File: src/rtl/bcd_key_pkg.sv
`default_nettype none
// ============================================================================
//  Module      : bcd_key_pkg
//  Description : Shared types and constants for the BCD key counter slice.
//                - deb_state_t : key debounce FSM state encoding
//                - bcd_digit_t : one 8421 BCD digit
//                - BCD_MAX_DIGIT : largest legal BCD digit value
//  Revision    : 1.0  initial release
// ============================================================================
package bcd_key_pkg;

    typedef enum logic [1:0] {
        IDLE       = 2'd0,
        PRESS_WAIT = 2'd1,
        HELD       = 2'd2,
        REL_WAIT   = 2'd3
    } deb_state_t;

    typedef logic [3:0] bcd_digit_t;

    localparam bcd_digit_t BCD_MAX_DIGIT = 4'd9;

endpackage : bcd_key_pkg
`default_nettype wire

File: src/rtl/key_debounce.sv
`default_nettype none
// ============================================================================
//  Module      : key_debounce
//  Description : Synchronises a raw push-button and debounces it with a
//                four-state FSM. Emits a one-cycle step pulse on every
//                accepted press (and, with autorepeat, while held).
//  Macro       : BCD_KEY_AUTOREPEAT_EN adds REP_DELAY / REP_PERIOD and the
//                held-key repeat timer.
//  Ports       : clk     - clock
//                rst_n   - asynchronous active-low reset
//                i_key   - raw asynchronous key (1 = pressed)
//                o_step  - one-cycle step request
//  Revision    : 1.0  initial release
// ============================================================================
module key_debounce
    import bcd_key_pkg::*;
#(
    parameter int DEB_CYCLES = 4
`ifdef BCD_KEY_AUTOREPEAT_EN
    ,
    parameter int REP_DELAY  = 500,
    parameter int REP_PERIOD = 100
`endif
) (
    input  logic clk,
    input  logic rst_n,
    input  logic i_key,
    output logic o_step
);

    localparam int c_dcnt_w = $clog2(DEB_CYCLES);
    localparam logic [c_dcnt_w-1:0] c_deb_last = c_dcnt_w'(DEB_CYCLES - 1);

    logic                r_key_meta;
    logic                r_key_s;
    deb_state_t          r_state;
    logic [c_dcnt_w-1:0] r_dcnt;
    logic                w_accept;

    // The accepting condition is decoded from registered state so that the
    // counter can load on the very edge where the FSM enters HELD.
    assign w_accept = (r_state == PRESS_WAIT) && r_key_s && (r_dcnt == c_deb_last);

    // Two-flop synchroniser; nothing else looks at i_key.
    always_ff @(posedge clk or negedge rst_n) begin
        if (!rst_n) begin
            r_key_meta <= 1'b0;
            r_key_s    <= 1'b0;
        end else begin
            r_key_meta <= i_key;
            r_key_s    <= r_key_meta;
        end
    end

    always_ff @(posedge clk or negedge rst_n) begin
        if (!rst_n) begin
            r_state <= IDLE;
            r_dcnt  <= '0;
        end else begin
            case (r_state)
                IDLE: begin
                    if (r_key_s) begin
                        r_state <= PRESS_WAIT;
                        r_dcnt  <= '0;
                    end
                end
                PRESS_WAIT: begin
                    if (!r_key_s) begin
                        r_state <= IDLE;
                    end else if (r_dcnt == c_deb_last) begin
                        r_state <= HELD;
                    end else begin
                        r_dcnt <= r_dcnt + 1'b1;
                    end
                end
                HELD: begin
                    if (!r_key_s) begin
                        r_state <= REL_WAIT;
                        r_dcnt  <= '0;
                    end
                end
                REL_WAIT: begin
                    // A bounce back high during release is still the same
                    // press, so it returns to HELD without a new step.
                    if (r_key_s) begin
                        r_state <= HELD;
                    end else if (r_dcnt == c_deb_last) begin
                        r_state <= IDLE;
                    end else begin
                        r_dcnt <= r_dcnt + 1'b1;
                    end
                end
                default: begin
                    r_state <= IDLE;
                    r_dcnt  <= '0;
                end
            endcase
        end
    end

`ifdef BCD_KEY_AUTOREPEAT_EN
    localparam int c_rep_max = (REP_DELAY > REP_PERIOD) ? REP_DELAY : REP_PERIOD;
    localparam int c_rep_w   = $clog2(c_rep_max) + 1;
    localparam logic [c_rep_w-1:0] c_dly_last = c_rep_w'(REP_DELAY - 1);
    localparam logic [c_rep_w-1:0] c_per_last = c_rep_w'(REP_PERIOD - 1);

    logic [c_rep_w-1:0] r_rep_cnt;
    logic               r_rep_phase;   // 0: waiting initial delay, 1: periodic
    logic               w_held_stay;
    logic               w_rep_fire;

    // The timer only runs on cycles where the FSM remains in HELD, so any
    // (re)entry into HELD restarts the initial delay from zero.
    assign w_held_stay = (r_state == HELD) && r_key_s;
    assign w_rep_fire  = w_held_stay &&
                         (r_rep_cnt == (r_rep_phase ? c_per_last : c_dly_last));

    always_ff @(posedge clk or negedge rst_n) begin
        if (!rst_n) begin
            r_rep_cnt   <= '0;
            r_rep_phase <= 1'b0;
        end else if (!w_held_stay) begin
            r_rep_cnt   <= '0;
            r_rep_phase <= 1'b0;
        end else if (w_rep_fire) begin
            r_rep_cnt   <= '0;
            r_rep_phase <= 1'b1;
        end else begin
            r_rep_cnt <= r_rep_cnt + 1'b1;
        end
    end

    assign o_step = w_accept | w_rep_fire;
`else
    assign o_step = w_accept;
`endif

endmodule : key_debounce
`default_nettype wire

File: src/rtl/bcd_key_counter.sv
`default_nettype none
// ============================================================================
//  Module      : bcd_key_counter
//  Description : Two-digit BCD up/down counter stepped by a debounced push
//                button. Count runs 0..MODULO-1 and is held natively in BCD.
//  Macro       : BCD_KEY_AUTOREPEAT_EN enables held-key autorepeat
//                (REP_DELAY / REP_PERIOD parameters).
//  Ports       : clk     - clock
//                rst_n   - asynchronous active-low reset
//                key     - raw bouncy push-button (1 = pressed)
//                dir     - 0 = count up, 1 = count down
//                clr     - synchronous clear of the count (beats a step)
//                bcd_lo  - units digit (0..9)
//                bcd_hi  - tens digit (0..9)
//                upd     - one-cycle pulse when the digits change
//                wrap    - one-cycle pulse on wrap-around
//  Revision    : 1.0  initial release
// ============================================================================
module bcd_key_counter
    import bcd_key_pkg::*;
#(
    parameter int DEB_CYCLES = 4,
    parameter int MODULO     = 100
`ifdef BCD_KEY_AUTOREPEAT_EN
    ,
    parameter int REP_DELAY  = 500,
    parameter int REP_PERIOD = 100
`endif
) (
    input  logic       clk,
    input  logic       rst_n,
    input  logic       key,
    input  logic       dir,
    input  logic       clr,
    output logic [3:0] bcd_lo,
    output logic [3:0] bcd_hi,
    output logic       upd,
    output logic       wrap
);

    // Digits of the top count value MODULO-1.
    localparam bcd_digit_t c_max_hi = bcd_digit_t'((MODULO - 1) / 10);
    localparam bcd_digit_t c_max_lo = bcd_digit_t'((MODULO - 1) % 10);

    logic       w_step;
    logic       w_at_max;
    logic       w_at_zero;
    bcd_digit_t r_bcd_lo;
    bcd_digit_t r_bcd_hi;
    logic       r_upd;
    logic       r_wrap;

    key_debounce #(
        .DEB_CYCLES (DEB_CYCLES)
`ifdef BCD_KEY_AUTOREPEAT_EN
        ,
        .REP_DELAY  (REP_DELAY),
        .REP_PERIOD (REP_PERIOD)
`endif
    ) u_key_debounce (
        .clk    (clk),
        .rst_n  (rst_n),
        .i_key  (key),
        .o_step (w_step)
    );

    assign w_at_max  = (r_bcd_hi == c_max_hi) && (r_bcd_lo == c_max_lo);
    assign w_at_zero = (r_bcd_hi == '0) && (r_bcd_lo == '0);

    always_ff @(posedge clk or negedge rst_n) begin
        if (!rst_n) begin
            r_bcd_lo <= '0;
            r_bcd_hi <= '0;
            r_upd    <= 1'b0;
            r_wrap   <= 1'b0;
        end else begin
            r_upd  <= 1'b0;
            r_wrap <= 1'b0;
            if (clr) begin
                // Clear wins over a coincident step; the step is dropped.
                r_bcd_lo <= '0;
                r_bcd_hi <= '0;
                r_upd    <= !w_at_zero;
            end else if (w_step) begin
                r_upd <= 1'b1;
                if (!dir) begin
                    if (w_at_max) begin
                        r_bcd_lo <= '0;
                        r_bcd_hi <= '0;
                        r_wrap   <= 1'b1;
                    end else if (r_bcd_lo == BCD_MAX_DIGIT) begin
                        r_bcd_lo <= '0;
                        r_bcd_hi <= r_bcd_hi + 4'd1;
                    end else begin
                        r_bcd_lo <= r_bcd_lo + 4'd1;
                    end
                end else begin
                    if (w_at_zero) begin
                        r_bcd_lo <= c_max_lo;
                        r_bcd_hi <= c_max_hi;
                        r_wrap   <= 1'b1;
                    end else if (r_bcd_lo == '0) begin
                        r_bcd_lo <= BCD_MAX_DIGIT;
                        r_bcd_hi <= r_bcd_hi - 4'd1;
                    end else begin
                        r_bcd_lo <= r_bcd_lo - 4'd1;
                    end
                end
            end
        end
    end

    assign bcd_lo = r_bcd_lo;
    assign bcd_hi = r_bcd_hi;
    assign upd    = r_upd;
    assign wrap   = r_wrap;

endmodule : bcd_key_counter
`default_nettype wire
File: config.mk
export PLATFORM = sky130hd
export DESIGN_NAME = bcd_key_counter
export DESIGN_NICKNAME = d
export VERILOG_FILES = /design/src/rtl/bcd_key_pkg.sv /design/src/rtl/key_debounce.sv /design/src/rtl/bcd_key_counter.sv
export SDC_FILE = /design/constraint.sdc
export NUM_CORES = 1
export LEC_CHECK = 0
export CAP_MARGIN = 20
export CORE_MARGIN = 1.5
export CORE_UTILIZATION = 50
export DETAILED_ROUTE_END_ITERATION = 7
export PLACE_DENSITY = 0.73
export SLEW_MARGIN = 10
export SYNTH_ARGS = -nofsm -noshare
export SYNTH_HDL_FRONTEND = slang
export SYNTH_SLANG_ARGS = --single-unit
File: constraint.sdc
create_clock -name clk -period 2.9 [get_ports clk]
set_input_delay 0.725 -clock clk [delete_from_list [all_inputs] [get_ports clk]]
set_output_delay 0.725 -clock clk [all_outputs]
set_load 0.005 [all_outputs]
==> key figures <==
Power
  • Combinational power share: 0.253
  • Clock Power Share: 0.250
  • P_int: 409 uW
  • Leakage: 0.565 nW
  • Switch share: 0.293
  • Switching pwr: 170 uW
  • Share of power burned in registers: 0.497
  • PwrDens: 441 nW/um2
  • Maximum vdd ir drop: 0.000440 V

Synth
  • Most common cell in the netlist: dfrtp_1
  • Commonest cells in the netlist: dfrtp_1, a21oi_1, ha_1
  • Synthesized flop and latch total: 16
  • Synth area leaders: dfrtp_1, ha_1, a21oi_1, nand3b_1, nor3b_1
  • Top-area cell type share of the netlist area: 0.359
  • Share of flip-flops with an asynchronous set or reset: 1.00
  • Synth Area per Inst: 9.88 um2
  • Mux share of post-synthesis cell area: 0.0381
  • Sequential fraction of the synthesis area: 0.359
  • Net Count, Synth: 126
  • Synth Warn #: 0
  • Post-synth top flop: dfrtp_1
  • Simple-gate share of the synthesized area: 0.220
  • Compound-Gate Fraction of Synth Area: 0.243
  • Main combinational cell family by area after synthesis: compound AO/OA/AOI/OAI gates
  • Area leader, netlist: dfrtp_1
  • Mapped Cells: 113
  • Synth Area in XOR/XNOR: 0.00785
  • Distinct cells, synth: 41
  • Mapped Area: 1120 um2
  • Synth Area in Adders: 0.0897
  • EDFF count, synth: 0

Clock network
  • Post-CTS Setup Bufs: 0
  • Reg clk slew, reported paths: 0.10 ns
  • Worst skew pair latency: 0.29 ns
  • Post-cts resize count: 0
  • CTS Buffer Depth: 2
  • CTS Hold Bufs: 0
  • Root buf cell: clkbuf_4
  • CTS sink cnt: 16
  • TritonCTS clock tree: yes
  • Depth of the CTS H-tree: 1
  • CTS buffer count: 3

STA
  • Normalized max-slew margin: 0.538
  • Final worst slack: 0.673 ns
  • Worst Skew: 0.0168 ns
  • Fin. Hold Viols: 0
  • Worst slew pin tran: 0.690 ns
  • Post-route minimum period: 2.23 ns
  • Fin. max-slew vios: 0
  • Setup tns final: 0 ns
  • RSZ-0062 raised after global routing: no
  • Tcrit/Tclk final: 0.768
  • Final setup fails: 0
  • Fmax: 449 MHz

Outcome
  • Status: finished, final reports clean

Route
  • Pre-antenna DRT Iters: 4
  • DR vias/cell: 6.01
  • Via count: 926
  • DRT iter0 DRCs: 23
  • Residual DRC: 0
  • ANT nets after route: 0
  • Final WL: 2230 um
  • WL per Instance: 14.5 um

Placed design
  • Post-DP HPWL: 1670 um
  • Pre-CTS WS: 0.429 ns
  • RePlAce Congestion: 0.832
  • Port bufs: 14
  • Area after DPL: 1280 um2

Global routing
  • Largest net degree at the start of global routing: 17
  • First-pass GRT wire length: 3960 um
  • Gr usage total: 0.205
  • Vias in the first global route: 929
  • Initial antenna violation count: 0
  • Total global routing overflow: 0

Setup path
  • Crit-path max FO: 15
  • Worst path top cell family by delay: flip-flops
  • Critical-path top delay cell: dfrtp_1
  • Required time of the worst setup path: 2.17 ns
  • Cell Chain, Critical Path: clkdlybuf4s50_1
  • Worst setup SP type: register
  • Setup CP Type: reg2out
  • Worst EP arrival: 1.50 ns
  • Slowest stage delay, CP: 0.63 ns
  • CP Capture Type: primary output
  • Buffer and inverter count on the worst path: 1

Die
  • Initial core utilization: 0.552
  • DIE WIDTH: 50.2 um
  • Die area: 2520 um2
  • Row count: 16
  • Height of the die: 50.2 um
  • Core Footprint: 2020 um2
  • I/O pin cnt: 15

Final layout
  • Area growth syn-to-layout: 17.6%
  • Share of cells above drive strength 1: 0.126
  • Nets: 141
  • Diodes inserted: 0
  • Finished Cell Area: 1310 um2

Hold path
  • HP Class: reg2reg

Run
  • Max-Cap Viols: 0
==> state kept, by name (all words and copies together), names as in the netlist, named ones only <==
name and cells:
u_key_debounce.r_key_meta 1, u_key_debounce.r_key_s 1, u_key_debounce.r_dcnt 2, wrap 1
bcd_hi 4, u_key_debounce.r_state 1, bcd_lo 4, upd 1
==> kinds of logic after synthesis <==
kind of cell               count (synthesis)
buffers and inverters                     12
adders and majority gates                  8
DFF                                       16
and+or+nand+nor                           34
AOI/OAI and AO/OA                         38
xor gates and xnor gates                   1
muxes                                      4
==> area by class of cell <==
type | count | area (um2)
inverter | 7 | 26.3
timing repair buffer | 15 | 148
clock buffer | 4 | 36.3
sequential | 16 | 400
fill | 175 | 709
multi-input combinational | 85 | 668
tap | 27 | 33.8
==> layout by cell type (no fill, tap or decap), types with 2 or more instances in the layout <==
cell	n
a22o_1	2
nor3_1	2
nand2_1	3
a31oi_1	4
nor3b_1	4
ha_1	8
nand3b_1	4
nand3_1	3
nor2b_1	4
a211oi_1	3
nand4_1	2
clkdlybuf4s50_1	14
inv_1	7
o21ai_0	5
dfrtp_1	16
mux2_2	2
nor2_1	4
clkbuf_4	3
mux2i_1	2
a21oi_1	12
==> metal layers <==
layer,routed length [um],track usage,up-vias
met5,0,0,-
met4,51,0.0972,0
met2,1080,0.338,24
met3,76,0.0595,6
li1,-,-,461
met1,1020,0.244,435
==> through the flow <==
step           utilization  power (mW)  hold slack [ns]  std cells
2_1_floorplan            -       0.396            0.331        113
3_3_place_gp         0.631       0.431            0.334        150
3_5_place_dp         0.631       0.440            0.338        150
4_1_cts              0.649       0.584            0.357        154
5_1_grt              0.649       0.617            0.363        154
6_report             0.649       0.579            0.356        154
==> power by group through the flow <==
stage	clock network [mW]	registers [mW]	logic (mW)
6_report	0.145	0.287	0.146
5_1_grt	0.159	0.294	0.165
4_1_cts	0.149	0.288	0.148
3_5_place_dp	0	0.293	0.147
3_3_place_gp	0	0.291	0.140
2_1_floorplan	0	0.285	0.111
==> worst paths after layout <==
path	from	end	slack, ns	cells after the start
worst max-delay path	bcd_lo[3]$_DFFE_PN0P_	bcd_lo[3]	0.67	1
worst min-delay path	u_key_debounce.r_key_meta$_DFF_PN0_	u_key_debounce.r_key_s$_DFF_PN0_	0.36	0
worst max register to register	bcd_lo[0]$_DFFE_PN0P_	bcd_hi[3]$_DFFE_PN0P_	0.68	6
worst min register to register	u_key_debounce.r_key_meta$_DFF_PN0_	u_key_debounce.r_key_s$_DFF_PN0_	0.36	0
max in group asynchronous	rst_n	u_key_debounce.r_key_meta$_DFF_PN0_	1.60	1
min in group asynchronous	rst_n	u_key_debounce.r_dcnt[0]$_DFFE_PN0P_	0.84	1
No activity file was read; power rests on OpenSTA's default activity.
